## config.mk

```make
export PLATFORM = sky130hd
export DESIGN_NAME = instruction_fetch_decode
export DESIGN_NICKNAME = d
export VERILOG_FILES = /design/src/rtl/instruction_fetch_decode_pkg.sv /design/src/rtl/instruction_fetch_decode_instr_field_decoder.sv /design/src/rtl/instruction_fetch_decode.sv
export SDC_FILE = /design/constraint.sdc
export NUM_CORES = 1
export LEC_CHECK = 0
export BUFFER_PORTS_ARGS = -buffer_cell sky130_fd_sc_hd__buf_2
export CORE_ASPECT_RATIO = 0.75
export CORE_MARGIN = 5
export CORE_UTILIZATION = 40
export DETAILED_ROUTE_END_ITERATION = 16
export PLACE_DENSITY = 0.71
export SYNTH_ARGS = -nofsm -noshare
export SYNTH_HDL_FRONTEND = slang
export SYNTH_SLANG_ARGS = --single-unit
```

## constraint.sdc

```tcl
create_clock -name clk -period 3.4 [get_ports clk]
set_input_delay 0.34 -clock clk [delete_from_list [all_inputs] [get_ports clk]]
set_output_delay 0.34 -clock clk [all_outputs]
set_load 0.02 [all_outputs]
```

## src/rtl/instruction_fetch_decode_pkg.sv

```systemverilog
// Shared definitions for the fetch/decode front end: FSM encoding, opcode
// constants and instruction field positions.
package instruction_fetch_decode_pkg;

   typedef enum logic [1:0] {
      S_REQ   = 2'd0,
      S_ISSUE = 2'd1,
      S_HALT  = 2'd2
   } state_t;

   localparam logic [1:0] OPC_ALU  = 2'b00;
   localparam logic [1:0] OPC_ADDI = 2'b01;
   localparam logic [1:0] OPC_MEM  = 2'b10;
   localparam logic [1:0] OPC_BR   = 2'b11;

   localparam int OPC_MSB = 7;
   localparam int RD_MSB  = 5;
   localparam int RS_MSB  = 2;

   localparam logic [7:0] HALT_INSTR_DEFAULT = 8'hFF;

endpackage

```

## src/rtl/instruction_fetch_decode_instr_field_decoder.sv

```systemverilog
// Combinational slicer from an 8-bit instruction word to its decoded fields.
// rs and imm3 share the low bits; the consumer decides which form applies.
module instr_field_decoder
   import instruction_fetch_decode_pkg::*;
(
   input  logic [7:0] ir_i,
   output logic [1:0] opcode_o,
   output logic [2:0] rd_o,
   output logic [2:0] rs_o,
   output logic [2:0] imm3_o
);

   assign opcode_o = ir_i[OPC_MSB -: 2];
   assign rd_o     = ir_i[RD_MSB -: 3];
   assign rs_o     = ir_i[RS_MSB -: 3];
   assign imm3_o   = ir_i[RS_MSB -: 3];

endmodule

```

## src/rtl/instruction_fetch_decode.sv

```systemverilog
// Fetch/decode front end: PC, request/valid handshake to instruction memory,
// instruction register and decoded fields. One instruction in flight at a time.
module instruction_fetch_decode
   import instruction_fetch_decode_pkg::*;
#(
   parameter int                ADDR_W     = 8,
   parameter logic [ADDR_W-1:0] PC_RESET   = '0,
   parameter logic [7:0]        HALT_INSTR = HALT_INSTR_DEFAULT
) (
   input  logic              clk,
   input  logic              reset,
   output logic              imem_req,
   output logic [ADDR_W-1:0] imem_addr,
   input  logic [7:0]        imem_rdata,
   input  logic              imem_valid,
   output logic              instr_valid,
   input  logic              instr_ack,
   input  logic              pc_load,
   input  logic [ADDR_W-1:0] pc_load_value,
   output logic [1:0]        opcode,
   output logic [2:0]        rd,
   output logic [2:0]        rs,
   output logic [2:0]        imm3,
   output logic [ADDR_W-1:0] pc_out,
   output logic              halted
);

   state_t            state_q, state_d;
   logic [ADDR_W-1:0] pc_q, pc_d;
   logic [ADDR_W-1:0] pc_out_q, pc_out_d;
   logic [7:0]        ir_q, ir_d;

   always_ff @(posedge clk) begin
      if (reset) begin
         state_q  <= S_REQ;
         pc_q     <= PC_RESET;
         pc_out_q <= PC_RESET;
         ir_q     <= 8'h00;
      end else begin
         state_q  <= state_d;
         pc_q     <= pc_d;
         pc_out_q <= pc_out_d;
         ir_q     <= ir_d;
      end
   end

   always_comb begin
      state_d  = state_q;
      pc_d     = pc_q;
      pc_out_d = pc_out_q;
      ir_d     = ir_q;
      // A redirect outranks everything and flushes a same-cycle memory response.
      if (pc_load) begin
         pc_d    = pc_load_value;
         state_d = S_REQ;
      end else begin
         case (state_q)
            S_REQ: begin
               if (imem_valid) begin
                  ir_d     = imem_rdata;
                  pc_out_d = pc_q;
                  pc_d     = pc_q + 1'b1;
                  state_d  = S_ISSUE;
               end
            end
            S_ISSUE: begin
               if (instr_ack) begin
                  state_d = (ir_q == HALT_INSTR) ? S_HALT : S_REQ;
               end
            end
            S_HALT:  state_d = S_HALT;
            default: state_d = S_REQ;
         endcase
      end
   end

   assign imem_req    = (state_q == S_REQ);
   assign imem_addr   = pc_q;
   assign instr_valid = (state_q == S_ISSUE);
   assign halted      = (state_q == S_HALT);
   assign pc_out      = pc_out_q;

   instr_field_decoder u_dec (
      .ir_i     (ir_q),
      .opcode_o (opcode),
      .rd_o     (rd),
      .rs_o     (rs),
      .imm3_o   (imm3)
   );

endmodule

```

======== Word-level counts from Yosys, hierarchy flattened ========
Cells that the tools add are included.
word-level totals
  bits in registers ....................... 26
  bits of input ports ..................... 21
  output and inout bits ................... 30
  logic and storage cells ................. 25
cells by class
  add/subtract/negate cells ............... 1
  equality and inequality tests ........... 5
  multiplexer cells ....................... 7
  bitwise logic cells ..................... 1
  reduce and logical (&&, ||, !) cells .... 7
operator list
  operator                                               count
  two-way mux 8 bit                                      3
  adder 8 x 1 -> 8 bit, second input constant            1
  == test 8 bit, second input constant                   1
  two-way mux 2 bit                                      3
  case mux 2 bit (3 select lines)                        1
  inequality test 2 x 1 -> 1 bit, second input constant  2
  AND reduction 2 bit                                    2
  nonzero test 2 bit                                     2
  AND reduction 3 bit                                    1
  == test 2 x 1 -> 1 bit, second input constant          1
  == test 2 bit, second input constant                   1
  zero test 2 bit                                        1
  OR reduction 2 bit                                     1
  inverter 1 bit                                         1

======== Depth between registers and ports, before layout ========
  depth in word-level cells ............... 4
  gate-level depth with buffers ........... 6

======== Hierarchy ========
From an unflattened synthesis, not the netlist that was laid out.
unflattened totals
  cells, all modules ...................... 150
  area total of the unflattened synthesis .. 1275.0 um^2
modules (own cells, without submodules)
  module                    instances  cells an instance  area each (um^2)  sequential area each (um^2)
  instruction_fetch_decode  1          139                1192.4            520.5
  instr_field_decoder       1          11                 82.6              0.0

======== Least setup slack after synthesis ========
OpenSTA, ideal clock, no wires.
  path kind ............................... flip-flop to flip-flop
  start point ............................. reg state_q[0]
  end point ............................... reg ir_q[6]
  library setup time ...................... 0.132 ns
  arrival time ............................ 1.313 ns
  slack ................................... 1.955 ns
  cell stages (with the launch flop) ...... 7
  period minus slack after synthesis ...... 1.445 ns
  cell sequence ........................... dfxtp_1 > buf_6 > or4b_1 > buf_2 > buf_6 > nand2_1 > a21oi_1
between the ends
  word-level cells in the longest chain between the ends .. 2
RTL lines
  element                               RTL line                        text
  from (decl)                           instruction_fetch_decode.sv:28  state_t state_q, state_d;
  from (signal assigned)                instruction_fetch_decode.sv:40  state_q <= state_d;
  zero test 2 bit                       instruction_fetch_decode.sv:57  case (state_q)
  AND reduction 3 bit (no source line)  -
  to (signal assigned)                  instruction_fetch_decode.sv:43  ir_q <= ir_d;
  to (decl)                             instruction_fetch_decode.sv:31  logic [7:0] ir_q, ir_d;
No other way between the ends.
A chain may end at the register's enable or synchronous reset.

======== Final worst setup path ========
  start point ............................. reg state_q[0]
  end point ............................... reg pc_out_q[3], in the netlist pc_out[3]
between the ends
  word-level cells in the longest chain between the ends .. 2
RTL lines
  element                               RTL line                        text
  zero test 2 bit                       instruction_fetch_decode.sv:57
  AND reduction 3 bit (no source line)  -
  to (signal assigned)                  instruction_fetch_decode.sv:42  pc_out_q <= pc_out_d;
  to (decl)                             instruction_fetch_decode.sv:30  logic [ADDR_W-1:0] pc_out_q, pc_out_d;
No other way between the ends.

==> key figures <==
Cells and area
  – Layout area overhead: 21.52%
  – Antenna Cells: 0
  – Most frequent cells in the layout: buf_2, nand2_1, dfxtp_1
  – Ratio of cells with drive above 1 in the final layout: 31.69%
  – Fin nets: 207
  – Finished Core Util: 50.30%
  – Commonest non-fill, non-tap cell in the layout: buf_2

Drt
  – Vias per cell: 5.339
  – DRT Pass-1 Iters: 4
  – Number of remaining DRC errors: 0
  – DRT iter0 DRCs: 46
  – Wire length per cell: 13.62 um
  – Antenna-violating nets left: 0
  – Via count: 1180
  – Detailed Route WL: 3010 um

Power and ir drop
  – Max VDD drop: 0.2216 mV
  – Static leakage: 0.6480 nW
  – Power Density: 409.9 nW/um2

Timing
  – Worst Skew: 3.752 ps
  – Slew headroom: 48.34%
  – Final worst path period share: 48.49%
  – Final min period: 1649 ps
  – RSZ-0062 raised after global routing: false
  – Slew of the pin with the lowest slew margin: 771.7 ps
  – Final Hold Viols: 0
  – Worst hold slack: 301.3 ps
  – Max Slew Vio Count: 0
  – Final-report setup violation count: 0
  – Max Clock Freq: 606.6 MHz
  – Setup TNS: 0 ps

Setup path
  – Critical Path Start Type: register
  – Crit Path Class: register to register
  – Worst EP required: 3530 ps
  – Worst r2r path cells: 3
  – Crit. End Element: register
  – CP Max Fanout: 16
  – Worst EP arrival: 1780 ps

Yosys
  – Post-Syn Area: 1215 um2
  – Synth cell types: 39
  – Cells after Synth: 142
  – Ys Warns: 0
  – Post-Syn Area per Cell: 8.556 um2
  – Synthesized net count: 164
  – Yosys reg bits: 26
  – Part of the Yosys area used for sequential elements: 42.84%

Die
  – Initial Util: 41.39%
  – Num ports: 51
  – Core Box Area: 2935 um2
  – Vert. Die Dim: 57.73 um
  – # rows: 17
  – Die area: 4251 um2
  – Die span in x: 73.64 um

Clock tree
  – CTS tree: yes
  – Post-CTS Hold Buffers: 0
  – Post-CTS setup buffer count: 0
  – Worst skew pair latency: 260 ps
  – Worst-path clk slew: 80 ps
  – Clock tree buffer depth: 2
  – Num Clock Sinks: 26
  – Num CTS Buffers: 3
  – CTS root buf: clkbuf_8
  – H-tree Lvls: 1
  – Post-CTS Resized: 0

Placement
  – GP Congestion: 0.7822
  – # port buffers: 50
  – Post-DP HPWL: 2284 um

Job
  – Max-Cap Viols: 0

Global route
  – Global-route wire length before repair: 4919 um
  – Initial antenna violation count: 0
  – Gr ovfl total: 0
  – Number of global-route vias before repair: 1082
  – Largest net degree at the start of global routing: 29
  – All-layer global routing usage: 14.37%

Worst hold path
  – Min-Delay Path Class: input pin to register
  – Min-Delay Path Depth: 3

Run status
  – Status: complete, no violations
where the power goes:
part | switching [mW] | internal, mW | total, mW
logic | 0.0607 | 0.0385 | 0.0992
registers | 0.0182 | 0.319 | 0.338
clock network | 0.0890 | 0.0792 | 0.168
per-layer routing:
layer / global-route usage [%] / routed length [um]
met5: 0 / 0
met4: 3.101 / 29
met2: 21.84 / 1318
met3: 4.853 / 302
met1: 19.73 / 1359
sequential cells by signal, summed over array words and instances, names as in the netlist:
signal	cells
pc_out	8
imem_addr	8
ir_q	8
state_q	2
synth_stat cells (all sizes together):
master    n  share of area (%)
inv       5                1.5
nor4      1               0.52
nor3      1               0.41
o21bai    1               0.62
and3      2                1.0
nand4bb   2                1.9
and2      1               0.52
xnor2     1               0.72
a31oi     2                1.0
or4       1               0.62
o21ai     1               0.41
nand4b    1               0.72
nor3b     1                1.5
dfxtp    26                 43
a2111oi   3                2.3
or2       1               0.52
or3       2                1.0
o211ai    3                1.9
buf       8                5.1
ha        1                1.0
nor2b     2                1.0
a211oi    5                3.1
and4      3                2.2
nand2    34                 11
nand3     1               0.41
clkbuf    4                1.2
or4b      1               0.82
o21a      1               0.62
a21oi    16                6.6
o221ai    1               0.72
mux2i     2                1.6
nand4     3                1.5
nor2      4                1.2
nor4b     1                2.0
final timing paths:
path                  from        end  slack, ps
max reg2reg     state_q[0]  pc_out[3]       1750
min          imem_rdata[6]    ir_q[6]        300
max             state_q[0]  pc_out[3]       1750
min reg2reg      pc_out[6]  pc_out[6]        460
logic make-up (layout without fill, tap and decap cells):
kind of cell,Yosys count,in the layout,synth area share [%]
buffers and inverters,17,58,7.929
AO/OA/AOI/OAI,33,33,17.20
adder cells (fa/ha/maj),1,1,1.030
flip-flops,26,26,42.84
multiplexers,2,2,1.648
AND/OR/NAND/NOR,62,62,28.63
XOR/XNOR,1,1,0.7210
critical path: stages (launching register included):
cell	delay, ps
dfxtp_1	430
or4b_1	840
nand2_1	160
a21oi_1	80
per-stage QoR:
step / power, mW / setup slack (ps) / cells / area [um2]
floorplan: 0.4089 / 1955 / 142 / 1215
detailed placement: 0.4442 / 1707 / 218 / 1435
global route: 0.6390 / 1622 / 221 / 1476
CTS: 0.6127 / 1750 / 221 / 1476
finish: 0.6051 / 1751 / 221 / 1476
global placement: 0.4417 / 1743 / 218 / 1435
final cells by class:
type | count | area [um2]
clock buffers | 3 | 41.29
fillers | 311 | 1459
inverters | 5 | 18.77
multi-input cells | 99 | 598.1
flip-flops and latches | 26 | 520.5
well taps | 38 | 47.55
repair buffers | 50 | 250.2
No activity file was read; power rests on OpenSTA's default activity.
